==> src/rtl/excp_ctrl_pkg.sv <==
// Shared types and constants for the exception/interrupt sequencer.
// The optional statistics counters are enabled by the EXCP_CTRL_STAT_EN macro.
package excp_ctrl_pkg;

    localparam int unsigned IS_WID       = 13;
    localparam int unsigned ESTAT_CODE_W = 15;

    localparam int unsigned ECODE_INT  = 32'h00;
    localparam int unsigned ECODE_PIL  = 32'h01;
    localparam int unsigned ECODE_PIS  = 32'h02;
    localparam int unsigned ECODE_PIF  = 32'h03;
    localparam int unsigned ECODE_PME  = 32'h04;
    localparam int unsigned ECODE_PPI  = 32'h07;
    localparam int unsigned ECODE_ADEF = 32'h08;
    localparam int unsigned ECODE_ALE  = 32'h09;
    localparam int unsigned ECODE_TLBR = 32'h3F;

    typedef enum logic [1:0] {IDLE, WRITE, FLUSH, DRAIN} excp_state_t;
    typedef enum logic [1:0] {EvNone, EvInt, EvExcp, EvErtn} excp_ev_t;

    typedef struct packed {
        logic [1:0] plv;
        logic       ie;
    } crmd_t;

    typedef struct packed {
        logic [1:0] pplv;
        logic       pie;
    } prmd_t;

    typedef struct packed {
        logic [ESTAT_CODE_W-1:0] r_esubcode_ecode;
        logic [IS_WID-1:0]       is;
    } estat_t;

    typedef struct packed {
        logic [IS_WID-1:0] lie;
    } ecfg_t;

    typedef struct packed {
        crmd_t       crmd;
        prmd_t       prmd;
        estat_t      estat;
        ecfg_t       ecfg;
        logic [31:0] era;
        logic [31:0] badv;
        logic [31:0] eentry;
        logic [31:0] tlbrentry;
    } csr_t;

    typedef struct packed {
        logic [ESTAT_CODE_W-1:0] r_esubcode_ecode;
    } wr_estat_t;

    typedef struct packed {
        logic        we;
        crmd_t       crmd;
        prmd_t       prmd;
        wr_estat_t   estat;
        logic [31:0] era;
        logic [31:0] badv;
    } excp_wr_csr_req_t;

    // Address-related exceptions record the faulting address in BADV.
    function automatic logic badv_upd(input int unsigned code);
        return code == ECODE_PIL || code == ECODE_PIS || code == ECODE_PIF ||
               code == ECODE_PME || code == ECODE_PPI || code == ECODE_ADEF ||
               code == ECODE_ALE || code == ECODE_TLBR;
    endfunction

endpackage

==> src/rtl/excp_prio_sel.sv <==
// Combinational event selection: interrupt > exception > ertn on a valid commit.
module excp_prio_sel
    import excp_ctrl_pkg::*;
#(
    parameter int unsigned ECODE_WID = 6,
    parameter int unsigned ESUB_WID  = 9
) (
    input  logic                 commit_valid_i,
    input  logic                 commit_excp_i,
    input  logic                 commit_ertn_i,
    input  logic [ECODE_WID-1:0] commit_ecode_i,
    input  logic [ESUB_WID-1:0]  commit_esubcode_i,
    input  logic                 crmd_ie_i,
    input  logic [IS_WID-1:0]    estat_is_i,
    input  logic [IS_WID-1:0]    ecfg_lie_i,
    output excp_ev_t             ev_o,
    output logic [ECODE_WID-1:0] ecode_o,
    output logic [ESUB_WID-1:0]  esubcode_o,
    output logic                 badv_upd_o
);

    logic int_req;
    assign int_req = crmd_ie_i & (|(estat_is_i & ecfg_lie_i));

    always_comb begin
        ev_o       = EvNone;
        ecode_o    = '0;
        esubcode_o = '0;
        if (commit_valid_i) begin
            if (int_req) begin
                ev_o    = EvInt;
                ecode_o = ECODE_WID'(ECODE_INT);
            end else if (commit_excp_i) begin
                ev_o       = EvExcp;
                ecode_o    = commit_ecode_i;
                esubcode_o = commit_esubcode_i;
            end else if (commit_ertn_i) begin
                ev_o = EvErtn;
            end
        end
        badv_upd_o = (ev_o == EvExcp) && badv_upd(32'(ecode_o));
    end

endmodule

==> src/rtl/excp_ctrl.sv <==
// Exception/interrupt sequencer: accept, one-cycle CSR write, flush, drain.
// Define EXCP_CTRL_STAT_EN to add the excp_cnt/int_cnt statistics ports.
module excp_ctrl
    import excp_ctrl_pkg::*;
#(
    parameter int unsigned FLUSH_CYC = 2,
    parameter int unsigned ECODE_WID = 6,
    parameter int unsigned ESUB_WID  = 9
) (
    input  logic                 clk,
    input  logic                 rst_n,
    input  logic                 commit_valid,
    input  logic                 commit_excp,
    input  logic [ECODE_WID-1:0] commit_ecode,
    input  logic [ESUB_WID-1:0]  commit_esubcode,
    input  logic [31:0]          commit_pc,
    input  logic [31:0]          commit_badv,
    input  logic                 commit_ertn,
    input  csr_t                 csr_rd,
    output excp_wr_csr_req_t     excp_wr_req,
`ifdef EXCP_CTRL_STAT_EN
    output logic [31:0]          excp_cnt,
    output logic [31:0]          int_cnt,
`endif
    output logic                 is_ertn,
    output logic                 kill,
    output logic                 stall_commit,
    output logic                 flush,
    output logic                 redirect_valid,
    output logic [31:0]          redirect_pc
);

    excp_state_t          state_q, state_d;
    excp_ev_t             ev_q, sel_ev;
    logic [ECODE_WID-1:0] ecode_q, sel_ecode;
    logic [ESUB_WID-1:0]  esub_q, sel_esub;
    logic [31:0]          pc_q, badv_q;
    logic [1:0]           plv_q;
    logic                 ie_q, badv_upd_q, sel_badv_upd, accept;
    logic [2:0]           cnt_q, cnt_d;

    logic unused_csr;
    assign unused_csr = ^{csr_rd.prmd, csr_rd.estat.r_esubcode_ecode};

    excp_prio_sel #(
        .ECODE_WID(ECODE_WID),
        .ESUB_WID (ESUB_WID)
    ) u_prio_sel (
        .commit_valid_i   (commit_valid),
        .commit_excp_i    (commit_excp),
        .commit_ertn_i    (commit_ertn),
        .commit_ecode_i   (commit_ecode),
        .commit_esubcode_i(commit_esubcode),
        .crmd_ie_i        (csr_rd.crmd.ie),
        .estat_is_i       (csr_rd.estat.is),
        .ecfg_lie_i       (csr_rd.ecfg.lie),
        .ev_o             (sel_ev),
        .ecode_o          (sel_ecode),
        .esubcode_o       (sel_esub),
        .badv_upd_o       (sel_badv_upd)
    );

    // rst_n gating keeps kill/stall low while reset is asserted.
    assign accept = rst_n && (state_q == IDLE) && (sel_ev != EvNone);

    always_comb begin
        state_d        = state_q;
        cnt_d          = cnt_q;
        excp_wr_req    = '0;
        is_ertn        = 1'b0;
        kill           = 1'b0;
        stall_commit   = 1'b0;
        flush          = 1'b0;
        redirect_valid = 1'b0;
        redirect_pc    = '0;
        unique case (state_q)
            IDLE: begin
                if (accept) begin
                    kill         = 1'b1;
                    stall_commit = 1'b1;
                    state_d      = WRITE;
                end
            end
            WRITE: begin
                stall_commit   = 1'b1;
                flush          = 1'b1;
                redirect_valid = 1'b1;
                if (ev_q == EvErtn) begin
                    is_ertn     = 1'b1;
                    redirect_pc = csr_rd.era;
                end else begin
                    excp_wr_req.we        = 1'b1;
                    excp_wr_req.prmd.pplv = plv_q;
                    excp_wr_req.prmd.pie  = ie_q;
                    excp_wr_req.estat.r_esubcode_ecode = ESTAT_CODE_W'({esub_q, ecode_q});
                    excp_wr_req.era       = pc_q;
                    excp_wr_req.badv      = badv_upd_q ? badv_q : csr_rd.badv;
                    redirect_pc = (32'(ecode_q) == ECODE_TLBR) ? csr_rd.tlbrentry
                                                               : csr_rd.eentry;
                end
                cnt_d   = 3'd1;
                state_d = (FLUSH_CYC > 1) ? FLUSH : DRAIN;
            end
            FLUSH: begin
                stall_commit = 1'b1;
                flush        = 1'b1;
                cnt_d        = cnt_q + 3'd1;
                if (cnt_d == 3'(FLUSH_CYC)) state_d = DRAIN;
            end
            DRAIN: begin
                stall_commit = 1'b1;
                state_d      = IDLE;
            end
            default: state_d = IDLE;
        endcase
    end

    always_ff @(posedge clk or negedge rst_n) begin
        if (!rst_n) begin
            state_q    <= IDLE;
            cnt_q      <= '0;
            ev_q       <= EvNone;
            ecode_q    <= '0;
            esub_q     <= '0;
            pc_q       <= '0;
            badv_q     <= '0;
            plv_q      <= '0;
            ie_q       <= 1'b0;
            badv_upd_q <= 1'b0;
        end else begin
            state_q <= state_d;
            cnt_q   <= cnt_d;
            if (accept) begin
                ev_q       <= sel_ev;
                ecode_q    <= sel_ecode;
                esub_q     <= sel_esub;
                pc_q       <= commit_pc;
                badv_q     <= commit_badv;
                plv_q      <= csr_rd.crmd.plv;
                ie_q       <= csr_rd.crmd.ie;
                badv_upd_q <= sel_badv_upd;
            end
        end
    end

`ifdef EXCP_CTRL_STAT_EN
    always_ff @(posedge clk or negedge rst_n) begin
        if (!rst_n) begin
            excp_cnt <= '0;
            int_cnt  <= '0;
        end else if (state_q == WRITE) begin
            if (ev_q == EvExcp) excp_cnt <= excp_cnt + 32'd1;
            if (ev_q == EvInt)  int_cnt  <= int_cnt + 32'd1;
        end
    end
`endif

endmodule
==> config.mk <==
export PLATFORM = sky130hd
export DESIGN_NAME = excp_ctrl
export DESIGN_NICKNAME = d
export VERILOG_FILES = /design/src/rtl/excp_ctrl_pkg.sv /design/src/rtl/excp_prio_sel.sv /design/src/rtl/excp_ctrl.sv
export SDC_FILE = /design/constraint.sdc
export NUM_CORES = 1
export LEC_CHECK = 0
export CAP_MARGIN = 0
export CORE_AREA = 2 2 148 150
export CTS_BUF_LIST = sky130_fd_sc_hd__clkbuf_4 sky130_fd_sc_hd__clkbuf_8
export DETAILED_ROUTE_END_ITERATION = 8
export DIE_AREA = 0 0 150 152
export HOLD_SLACK_MARGIN = 0.06
export PLACE_DENSITY_LB_ADDON = 0.2
export SKIP_CTS_REPAIR_TIMING = 1
export SYNTH_ARGS = -nofsm -noshare
export SYNTH_HDL_FRONTEND = slang
export SYNTH_SLANG_ARGS = --single-unit
==> constraint.sdc <==
create_clock -name clk -period 4.7 [get_ports clk]
set_input_delay 0.94 -clock clk [delete_from_list [all_inputs] [get_ports clk]]
set_output_delay 0.94 -clock clk [all_outputs]
set_load 0.005 [all_outputs]
* After elaboration in Yosys (flattened, before gate mapping)
Index checks and enable logic that the tools add are counted.
** Word-level totals
- Bits in registers :: 90
- Output and inout port bits :: 123
- Input bits :: 259
** Operators by class
- Equal/unequal tests :: 17
- Muxes and demuxes :: 29
- Add/subtract/negate cells :: 1
- Bitwise gates (word level) :: 2
- Reductions and logical operators :: 17
** Operators by type and width (count)
- two-way mux 82 bit :: 2
- two-way mux 32 bit :: 4
- two-way mux 9 bit :: 3
- two-way mux 6 bit :: 3
- AND 13 bit :: 1
- OR reduction 13 bit :: 1
- == test 6 x 2 -> 1 bit, second input constant :: 2
- == test 6 x 3 -> 1 bit, second input constant :: 2
- == test 6 x 4 -> 1 bit, second input constant :: 2
- == test 6 bit, second input constant :: 2
- two-way mux 2 bit :: 6
- == test 2 bit, second input constant :: 4
- two-way mux 1 bit :: 8
- one-hot mux 2 bit (4 select lines) :: 1
- logical OR 1 bit :: 7
- == test 6 x 1 -> 1 bit, second input constant :: 1
- one-hot mux 3 bit (2 select lines) :: 1
- inequality test 2 bit, second input constant :: 2
- nonzero test 2 bit :: 2
- adder 3 x 1 -> 3 bit, second input constant :: 1
- == test 3 x 2 -> 1 bit, second input constant :: 1
- logical AND 1 bit :: 3
- OR reduction 3 bit :: 1
- == test 2 x 1 -> 1 bit, second input constant :: 1
- 5 further kinds :: 5

* Depth between registers and ports, before layout
Gate-level depths: netlist (run 1).
- Depth after elaboration :: 14
- Depth in mapped cells :: 9
- Depth with buffers taken out :: 6

* Modules after synthesis
A second synthesis (run 1) with hierarchy kept.
** Unflattened totals
- Cells, all modules :: 716
- Area, all modules :: 5510.3 sq um
** Modules (own cells, without submodules)
- excp_ctrl :: seq. area each 2252.2 sq um, cells an instance 673, instances 1, area an instance 5188.7 sq um
- excp_prio_sel :: seq. area each 0.0 sq um, cells an instance 43, instances 1, area an instance 321.6 sq um

* Worst setup path after synthesis (run 1)
Ideal clock, no wire load.
- Kind :: input to output
- From :: input port csr_rd[143] (netlist bit)
- To :: output port stall_commit
- Arrival :: 2237 ps
- Setup slack :: 1523 ps
- Stages on the path :: 6
- Path through :: a222oi_1 -> nand3_1 -> o31a_1 -> o21ai_2 -> clkbuf_1 -> nand2_1
** On the way
- Word-level cells in the longest chain between the ends :: 9
** RTL lines
- start: declaration :: line excp_ctrl.sv:19 : input csr_t csr_rd,
- AND 13 bit :: line excp_prio_sel.sv:23 : assign int_req = crmd_ie_i & (|(estat_is_i & ecfg_lie_i));
- OR reduction 13 bit :: line excp_prio_sel.sv:23
- AND 1 bit :: line excp_prio_sel.sv:23
- two-way mux 2 bit :: line excp_prio_sel.sv:30 : if (int_req) begin
- two-way mux 2 bit :: line excp_prio_sel.sv:29 : if (commit_valid_i) begin
- nonzero test 2 bit :: line excp_ctrl.sv:64 : assign accept = rst_n && (state_q == IDLE) && (sel_ev != EvNone);
- logical AND 1 bit :: line excp_ctrl.sv:64
- two-way mux 1 bit :: line excp_ctrl.sv:78 : if (accept) begin
- one-hot mux 1 bit (2 select lines) :: line excp_ctrl.sv:76 : unique case (state_q)
- end: declaration :: line excp_ctrl.sv:27 : output logic stall_commit,
Every way passes these cells.

* Worst setup path after layout (run 1)
- From :: register state_q[1]
- To :: output port redirect_pc[24]
** On the way
- Word-level cells in the longest chain between the ends :: 2
** RTL lines
- start: declaration :: line excp_ctrl.sv:33 : excp_state_t state_q, state_d;
- start signal: assignment :: line excp_ctrl.sv:131 : state_q <= state_d;
- == test 2 x 1 -> 1 bit :: line excp_ctrl.sv:76
- two-way mux 32 bit :: line excp_ctrl.sv:76
- end: declaration :: line excp_ctrl.sv:30 : output logic [31:0] redirect_pc
Every way passes these cells.

==> Flow_metrics.wiki, run 1 <==
{| class="wikitable"
! Metric !! Value
|-
| Number of warnings reported in the yosys synthesis log || 0
|-
| Routing usage on met2 || 31.7%
|-
| Longest Clk Path Bufs || 2
|-
| Synth top area share || 42.7%
|-
| Peak ir drop on the vdd network || 0.000214 V
|-
| Inserted Clock Buffers || 9
|-
| DPL Wire Length || 15600 um
|-
| Class of the tightest hold or removal check || reg2reg
|-
| Final worst-path cycle share || 87.2%
|-
| Top cell type by total area after synthesis || dfrtp_1
|-
| Pin count of the biggest net entering global routing || 67
|-
| Antenna violation net count after detailed routing || 0
|-
| Remaining global-route overflow || 0
|-
| Worst setup slack after layout || 0.599 ns
|-
| Pins over their slew limit || 0
|-
| Share of synthesized area occupied by flip-flops and latches || 42.7%
|-
| Die span in y || 152 um
|-
| Place WS || 0.648 ns
|-
| Layout Skew || 0.00773 ns
|-
| Largest cells by area after synthesis || dfrtp_1, mux2i_1, mux2_4
|-
| Worst Setup Path Type || reg2out
|-
| Global-route wire length before repair || 31300 um
|-
| Most utilized layer in the global route result || met2
|-
| Critical Path Source Type || flip-flop
|-
| RSZ-0062 raised after global routing || false
|-
| FILL cells || 2112
|-
| First-iteration detailed-routing DRC count || 174
|-
| Worst setup EP type || output pin
|-
| # Max-Cap Violations || 0
|-
| Floorplan die area || 22800 um2
|-
| Minimum hold slack || 0.505 ns
|-
| Average footprint of a synthesized cell || 10.6 um2
|-
| Post-placement cell area || 9110 um2
|-
| Setup TNS || 0 ns
|-
| Rows || 54
|-
| Final hold vios || 0
|-
| GRT Util Overall || 18.0%
|-
| Data arrival time at the worst-slack endpoint || 3.16 ns
|-
| Number of antenna violations at the first check in global routing || 1
|-
| Number of global-route vias before repair || 5319
|-
| Normalized max-slew margin || 25.8%
|-
| F_max || 0.244 GHz
|-
| Clock tree from TritonCTS || yes
|-
| Synthesized instance count || 499
|-
| I/O Buffers || 360
|-
| Latest clock arrival within the worst-skew pair || 0.36 ns
|-
| Die Wd || 150 um
|-
| Largest driver fanout on the critical path || 18
|-
| Effective utilization at floorplan || 24.7%
|-
| Clock Pin Slew Worst Setup and Hold Paths || 0.09 ns
|-
| Synth-to-layout area growth || 76.7%
|-
| Data required time at the worst endpoint || 3.76 ns
|-
| Routed via count || 5083
|-
| Met1 global-route usage || 20.4%
|-
| Core Box Area || 21400 um2
|-
| Proportion of layout cells with a drive suffix above 1 || 11.8%
|-
| Final setup violating endpoints || 0
|-
| Routability-driven placement congestion ratio || 0.803
|-
| I/O pin total || 382
|-
| Post-Syn Area || 5270 um2
|-
| First-pass detailed-route iteration total || 4
|-
| Count of cell types in the netlist || 39
|-
| Clock root buffer || clkbuf_8
|-
| Number of sinks driven by the clock tree || 90
|-
| Leakage Power || 3.76 nW
|-
| # H-tree levels || 3
|-
| Layout Cell Area excl Fill || 9320 um2
|-
| Post-route minimum period || 4.10 ns
|-
| Vias per inst || 4.52
|-
| Final routed wirelength across all metal layers || 21000 um
|-
| GRT met3 Usage || 5.59%
|-
| Routed wirelength normalized by instance count || 18.7 um
|-
| Run status || finished clean
|-
| Cell area power density || 426 nW/um2
|-
| Nets || 1104
|-
| Total of flip-flops plus latches after synthesis || 90
|-
| Number of DRC violations after detailed routing || 0
|-
| Actual transition at the worst max-transition pin || 1.11 ns
|}
## final timing paths
| path | from | end | slack [ns] | cells after the start |
|---|---|---|---|---|
| min reg2reg | pc_q[9]$_DFFE_PN0P_ | pc_q[9]$_DFFE_PN0P_ | 0.50 | 1 |
| min in group asynchronous | rst_n | badv_upd_q$_DFFE_PN0P_ | 0.68 | 2 |
| min | pc_q[9]$_DFFE_PN0P_ | pc_q[9]$_DFFE_PN0P_ | 0.50 | 1 |
| max | state_q[1]$_DFFE_PN0P_ | redirect_pc[24] | 0.60 | 7 |
| max reg2reg | state_q[0]$_DFFE_PN0P_ | pc_q[10]$_DFFE_PN0P_ | 1.92 | 7 |
| max in group asynchronous | rst_n | pc_q[28]$_DFFE_PN0P_ | 2.97 | 3 |
## per-layer routing
layer / share of wire [%] / wire [um]
met1: 39 / 8230
met2: 49 / 10400
met3: 9.4 / 1980
met4: 1.9 / 406
met5: 0 / 0
## metrics by stage
step	utilization, %	power, mW	cells
6_report	43.6	3.97	1125
5_1_grt	43.6	4.27	1125
4_1_cts	43.6	4.05	1124
3_5_place_dp	42.7	3.45	1108
3_3_place_gp	42.7	3.43	1108
2_1_floorplan	-	2.36	501
## kinds of logic after synthesis
logic type,share of synthesized area [%]
AOI/OAI and AO/OA,9.23
and+or+nand+nor,13.1
DFF,42.7
adders and majority gates,1.42
muxes,28.7
buffers and inverters,4.53
xor gates and xnor gates,0.166
other,0.0711
## cell usage after synthesis, drive strengths merged
cell,n
dfrtp,90
mux2,67
mux2i,65
and3,55
o21ai,42
nand2,40
nor2,34
clkbuf,28
buf,15
a22o,14
inv,8
ha,6
a21oi,4
a22oi,4
nand3,4
nand4,3
o211ai,3
a31oi,2
a211oi,1
a222oi,1
conb,1
nand3b,1
nor2b,1
nor3,1
nor4,1
o2111ai,1
o21a,1
o22ai,1
o2bb2ai,1
o31a,1
o31ai,1
or2,1
xnor2,1
## cell type report
class | instances | area [um2] | share of cell area [%]
flip-flops and latches | 90 | 2250 | 24.2
multi-input cells | 360 | 2800 | 30.0
inverters | 8 | 31.3 | 0.336
repair buffers | 370 | 3680 | 39.5
clock inverters | 5 | 52.6 | 0.564
diodes | 1 | 2.50 | 0.0269
well taps | 280 | 350 | 3.76
clock buffers | 11 | 151 | 1.63
## cells in the final DEF (no fill, tap or decap), drive strengths merged, types with 11 or more instances in the layout
cell,n
buf,11
o21ai,42
nand2,40
and3,55
a22o,14
clkbuf,11
mux2i,65
mux2,67
clkdlybuf4s50,359
nor2,34
dfrtp,90
## state kept, by name (all words and copies together), names as in the netlist, 2 cells and up
signal and count:
pc_q 32, plv_q 2, cnt_q 3, ecode_q 6
esub_q 9, state_q 2, badv_q 32, ev_q 2
## power breakdown
group | leakage [nW] | switching (mW) | internal (mW)
Sequential | 1.10 | 0.236 | 1.14
Combinational | 2.56 | 0.803 | 1.23
Clock | 0.105 | 0.285 | 0.272
## critical path: stages (launching register included)
cell and delay (ns):
dfrtp_1 0.42, inv_1 0.11, ha_1 0.47, and3_1 0.67, buf_4 0.35, nand2_1 0.10, o21ai_0 0.09, clkdlybuf4s50_1 0.57
(Power assumes the default switching activity.)
==> inputs of run 2 (changes only) <==
CELL_PAD_IN_SITES_DETAIL_PLACEMENT = 1   (was default)
CELL_PAD_IN_SITES_GLOBAL_PLACEMENT = 2   (was default)
CORE_AREA = default   (was 2 2 148 150)
CORE_MARGIN = 2   (was default)
CORE_UTILIZATION = 21   (was default)
DIE_AREA = default   (was 0 0 150 152)
==> Flow_metrics.wiki, run 2 (synthesized netlist as in run 1, its figures left out) <==
{| class="wikitable"
! Metric !! Value
|-
| Die Wd || 162 um
|-
| Count of cells along the worst register-to-register path || 7
|-
| Total internal power || 2.63 mW
|-
| Routability-driven placement congestion ratio || 0.826
|-
| Peak ir drop on the vdd network || 0.000294 V
|-
| GRT Util Overall || 17.4%
|-
| Number of global-route vias before repair || 5893
|-
| Final setup violating endpoints || 0
|-
| Routed wirelength normalized by instance count || 20.1 um
|-
| Switching power total || 1.40 mW
|-
| Pins over their slew limit || 0
|-
| Fraction of power spent switching nets || 34.8%
|-
| Proportion of layout cells with a drive suffix above 1 || 12.0%
|-
| Number of sinks driven by the clock tree || 90
|-
| Effective utilization at floorplan || 21.5%
|-
| Setup TNS || 0 ns
|-
| Normalized max-slew margin || 25.7%
|-
| Worst setup EP type || output pin
|-
| Layout Cell Area excl Fill || 9400 um2
|-
| Synth-to-layout area growth || 78.2%
|-
| Data arrival time at the worst-slack endpoint || 3.27 ns
|-
| Pin count of the biggest net entering global routing || 67
|-
| Clock tree from TritonCTS || yes
|-
| Final routed wirelength across all metal layers || 23500 um
|-
| Start of the worst register-to-register path || state_q[0]$_DFFE_PN0P_
|-
| Rows || 57
|-
| Sequential cell fraction of total power || 34.4%
|-
| Clock Pin Slew Worst Setup and Hold Paths || 0.09 ns
|-
| Die span in y || 162 um
|-
| Remaining global-route overflow || 0
|-
| Largest registers || badv_q x32, pc_q x32, esub_q x9
|-
| First-pass detailed-route iteration total || 5
|-
| Endpoint of the worst hold-timing path || esub_q[2]$_DFFE_PN0P_
|-
| Clock root buffer || clkbuf_8
|-
| # H-tree levels || 3
|-
| FILL cells || 2752
|-
| Critical Path Source Type || input pin
|-
| Leakage Power || 3.77 nW
|-
| Number of antenna violations at the first check in global routing || 2
|-
| Util after Layout || 38.4%
|-
| Final worst-path cycle share || 89.6%
|-
| Cell class contributing the biggest share of worst-path delay || buffers and inverters
|-
| Nets || 1105
|-
| Run status || finished clean
|-
| Part of the power in combinational logic || 50.8%
|-
| Post-placement cell area || 9170 um2
|-
| DPL Wire Length || 17900 um
|-
| Data required time at the worst endpoint || 3.76 ns
|-
| Critical path, cell by cell || clkdlybuf4s50_1 > a222oi_1 > nand3_1 > o31a_1 > o21ai_2 > clkinv_2 > clkdlybuf4s50_1
|-
| First-iteration detailed-routing DRC count || 128
|-
| Worst Hold Depth || 1
|-
| Maximum single-stage delay on the critical path || 0.55 ns
|-
| Actual transition at the worst max-transition pin || 1.12 ns
|-
| Clock power share || 14.8%
|-
| Library cell contributing the largest single delay on the critical path || clkdlybuf4s50_1
|-
| Class of the tightest hold or removal check || reg2reg
|-
| Final hold vios || 0
|-
| Tot Pwr || 4.04 mW
|-
| Number of DRC violations after detailed routing || 0
|-
| Reg-to-reg slack, setup || 1.80 ns
|-
| Crit path buffers/inverters || 3
|-
| # Max-Cap Violations || 0
|-
| Post-route minimum period || 4.21 ns
|-
| Floorplan die area || 26400 um2
|-
| Cell area power density || 430 nW/um2
|-
| Vias per inst || 4.46
|-
| Post-route insts no fill || 1171
|-
| Latest clock arrival within the worst-skew pair || 0.38 ns
|-
| Largest driver fanout on the critical path || 7
|-
| Routed via count || 5223
|-
| Global-route wire length before repair || 35200 um
|-
| Inserted Clock Buffers || 9
|-
| Antenna violation net count after detailed routing || 0
|-
| Most repeated library cell on the critical path || clkdlybuf4s50_1
|-
| Worst Setup Path Type || in2out
|-
| Total instance count after detailed placement || 1153
|-
| Footprint of the flip-flops and latches || 2250 um2
|-
| I/O Buffers || 360
|-
| Most used cells in the layout excluding fill and tap cells || clkdlybuf4s50_1, dfrtp_1, mux2i_1
|-
| Footprint of the multi-input gates || 2800 um2
|-
| Layout Skew || 0.0140 ns
|-
| Core Box Area || 24500 um2
|-
| Endpoint of the lowest-slack register-to-register path || pc_q[15]$_DFFE_PN0P_
|-
| Longest Clk Path Bufs || 2
|-
| Startpoint of the most critical hold path || esub_q[2]$_DFFE_PN0P_
|-
| F_max || 0.237 GHz
|-
| I/O pin total || 382
|-
| RSZ-0062 raised after global routing || false
|-
| Most common cell after layout, fill and taps aside || clkdlybuf4s50_1
|}
run 2: through the flow:
| step | setup slack [ns] | hold WS, ns |
|---|---|---|
| after global routing | 0.337 | 0.537 |
| after detailed placement | 0.445 | 0.488 |
| after CTS | 0.442 | 0.514 |
| after global placement | 0.425 | 0.483 |
| final | 0.488 | 0.510 |
| after floorplan | 1.52 | 0.465 |
run 2: power groups by stage:
stage / clock (mW) / sequential (mW) / combinational, mW
4_1_cts: 0.626 / 1.40 / 2.11
2_1_floorplan: 0 / 1.29 / 1.07
5_1_grt: 0.659 / 1.44 / 2.24
6_report: 0.597 / 1.39 / 2.05
3_3_place_gp: 0 / 1.38 / 2.04
3_5_place_dp: 0 / 1.41 / 2.09
run 2: layout make-up:
type	count	area share (%)
tap	324	4.31
multi-input combinational	360	29.8
inverter	8	0.333
sequential	90	24.0
clock buffer	9	1.32
clock inverter	7	1.01
antenna	2	0.0533
timing repair buffer	371	39.2
run 2: worst max-delay path by stage:
stage | cells past startpoint | slack (ns) | from | end
global placement | 7 | 0.42 | csr_rd[143] | kill
finish | 7 | 0.49 | csr_rd[143] | kill
floorplan | 6 | 1.52 | csr_rd[143] | stall_commit
global route | 7 | 0.34 | csr_rd[143] | kill
detailed placement | 7 | 0.45 | csr_rd[143] | kill
CTS | 7 | 0.44 | csr_rd[143] | kill
run 2: metal layers:
layer	part of all wire, %	GRT usage, %	wire [um]	up-vias
li1	-	-	-	2451
met1	39	19.4	9120	2534
met2	52	31.9	12200	220
met3	7.9	4.97	1870	18
met4	1.4	5.23	319	0
met5	0	0	0	-
==> inputs of run 3 (changes only) <==
PLACE_DENSITY = 0.88   (was default)
PLACE_DENSITY_LB_ADDON = default   (was 0.2)
==> Flow_metrics.wiki, run 3 (synthesized netlist as in run 1, its figures left out) <==
{| class="wikitable"
! Metric !! Value
|-
| First-iteration detailed-routing DRC count || 184
|-
| Pin count of the biggest net entering global routing || 67
|-
| Run status || finished clean
|-
| Final worst-path cycle share || 86.4%
|-
| Place WS || 0.572 ns
|-
| Final setup violating endpoints || 0
|-
| FILL cells || 2768
|-
| Die Wd || 162 um
|-
| Footprint of the flip-flops and latches || 2250 um2
|-
| Die span in y || 162 um
|-
| Routability-driven placement congestion ratio || 0.754
|-
| Effective utilization at floorplan || 21.5%
|-
| Layout Cell Area excl Fill || 9400 um2
|-
| Post-route minimum period || 4.06 ns
|-
| Worst setup slack after layout || 0.637 ns
|-
| Most repeated library cell on the critical path || clkdlybuf4s50_1
|-
| Remaining global-route overflow || 0
|-
| Longest Clk Path Bufs || 2
|-
| Routed via count || 5192
|-
| Rows || 57
|-
| Cell area power density || 433 nW/um2
|-
| First-pass detailed-route iteration total || 4
|-
| Proportion of layout cells with a drive suffix above 1 || 12.1%
|-
| Clock tree from TritonCTS || yes
|-
| Actual transition at the worst max-transition pin || 1.11 ns
|-
| Final routed wirelength across all metal layers || 22400 um
|-
| Data required time at the worst endpoint || 3.76 ns
|-
| Clock root buffer || clkbuf_8
|-
| Post-placement cell area || 9180 um2
|-
| Footprint of the multi-input gates || 2800 um2
|-
| Data arrival time at the worst-slack endpoint || 3.12 ns
|-
| Maximum single-stage delay on the critical path || 0.52 ns
|-
| Core Box Area || 24500 um2
|-
| I/O Buffers || 360
|-
| Clock Pin Slew Worst Setup and Hold Paths || 0.10 ns
|-
| Pins over their slew limit || 0
|-
| Final hold vios || 0
|-
| Worst Setup Path Type || in2out
|-
| Setup TNS || 0 ns
|-
| # Max-Cap Violations || 0
|-
| Largest driver fanout on the critical path || 5
|-
| Global-route wire length before repair || 33200 um
|-
| Routed wirelength normalized by instance count || 19.1 um
|-
| Vias per inst || 4.43
|-
| Number of antenna violations at the first check in global routing || 1
|-
| Worst setup EP type || output pin
|-
| Number of sinks driven by the clock tree || 90
|-
| Nets || 1106
|-
| Worst Setup SP || csr_rd[143]
|-
| Number of global-route vias before repair || 5656
|-
| Start of the worst register-to-register path || state_q[0]$_DFFE_PN0P_
|-
| I/O pin total || 382
|-
| F_max || 0.246 GHz
|-
| DPL Wire Length || 16900 um
|-
| Class of the tightest hold or removal check || in2async
|-
| Inserted Clock Buffers || 9
|-
| Critical path, cell by cell || clkdlybuf4s50_1 > a222oi_1 > nand3_1 > o31a_1 > o21ai_2 > clkinv_2 > clkdlybuf4s50_1
|-
| # H-tree levels || 3
|-
| Most used cells in the layout excluding fill and tap cells || clkdlybuf4s50_1, dfrtp_1, mux2i_1
|-
| Library cell contributing the largest single delay on the critical path || clkdlybuf4s50_1
|-
| Largest registers || badv_q x32, pc_q x32, esub_q x9
|-
| Antenna violation net count after detailed routing || 0
|-
| RSZ-0062 raised after global routing || false
|-
| Most common cell after layout, fill and taps aside || clkdlybuf4s50_1
|-
| Layout Skew || 0.00910 ns
|-
| Critical Path Source Type || input pin
|-
| Floorplan die area || 26400 um2
|-
| Synth-to-layout area growth || 78.4%
|-
| Peak ir drop on the vdd network || 0.000215 V
|-
| GRT Util Overall || 16.4%
|-
| Leakage Power || 3.78 nW
|-
| Latest clock arrival within the worst-skew pair || 0.37 ns
|-
| Normalized max-slew margin || 26.0%
|-
| Number of DRC violations after detailed routing || 0
|}
run 3: cell count changes in the layout (fill, tap and decap cells not counted):
cell / delta
bufinv_16: +1
inv_8: -2
buf_4: +1
inv_6: -1
clkbuf_4: +2
clkinv_8: -1
clkinv_4: -1
clkinv_2: +2
run 3: where the power goes:
group	leakage (nW)	internal, mW	switching, mW
combinational	2.57	1.24	0.850
clock	0.114	0.312	0.309
sequential	1.10	1.14	0.226
run 3: path summary, 6_finish.rpt:
path                                                to  cells past startpoint  slack (ns)
worst max-delay path                              kill                      7        0.64
worst min-delay path            badv_q[29]$_DFFE_PN0P_                      1        0.51
worst min register to register    pc_q[10]$_DFFE_PN0P_                      1        0.51
min in group clk                  pc_q[10]$_DFFE_PN0P_                      1        0.51
max in group asynchronous       badv_q[11]$_DFFE_PN0P_                      2        2.98
worst max register to register    pc_q[12]$_DFFE_PN0P_                      7        1.88
run 3: metrics by stage:
step                util (%)  hold slack, ns  power [mW]  cells
CTS                     38.4           0.500        4.16   1170
detailed placement      37.5           0.484        3.50   1154
global route            38.4           0.506        4.38   1171
finish                  38.4           0.506        4.08   1172
global placement        37.5           0.482        3.46   1154
floorplan                  -           0.465        2.36    501
run 3: area by class of cell:
class	instances	area share (%)
diodes	2	0.0532
clock buffers	11	1.48
clock inverters	5	0.838
inverters	8	0.333
multi-input cells	360	29.8
flip-flops and latches	90	24.0
well taps	324	4.31
repair buffers	372	39.3
run 3: worst max-delay path, delay by kind of cell:
family          cells  cell delay [ns]
simple gates        1             0.19
compound gates      3             0.96
buf+inv             3             1.03
run 3: per-layer routing:
metal | global-route usage, % | wire length, um | vias to the layer above | share of wire, %
met5 | 0 | 0 | - | 0
met4 | 3.34 | 252 | 0 | 1.1
met2 | 28.7 | 11100 | 213 | 50
met3 | 6.06 | 2170 | 14 | 9.7
li1 | - | - | 2455 | -
met1 | 19.3 | 8880 | 2510 | 40
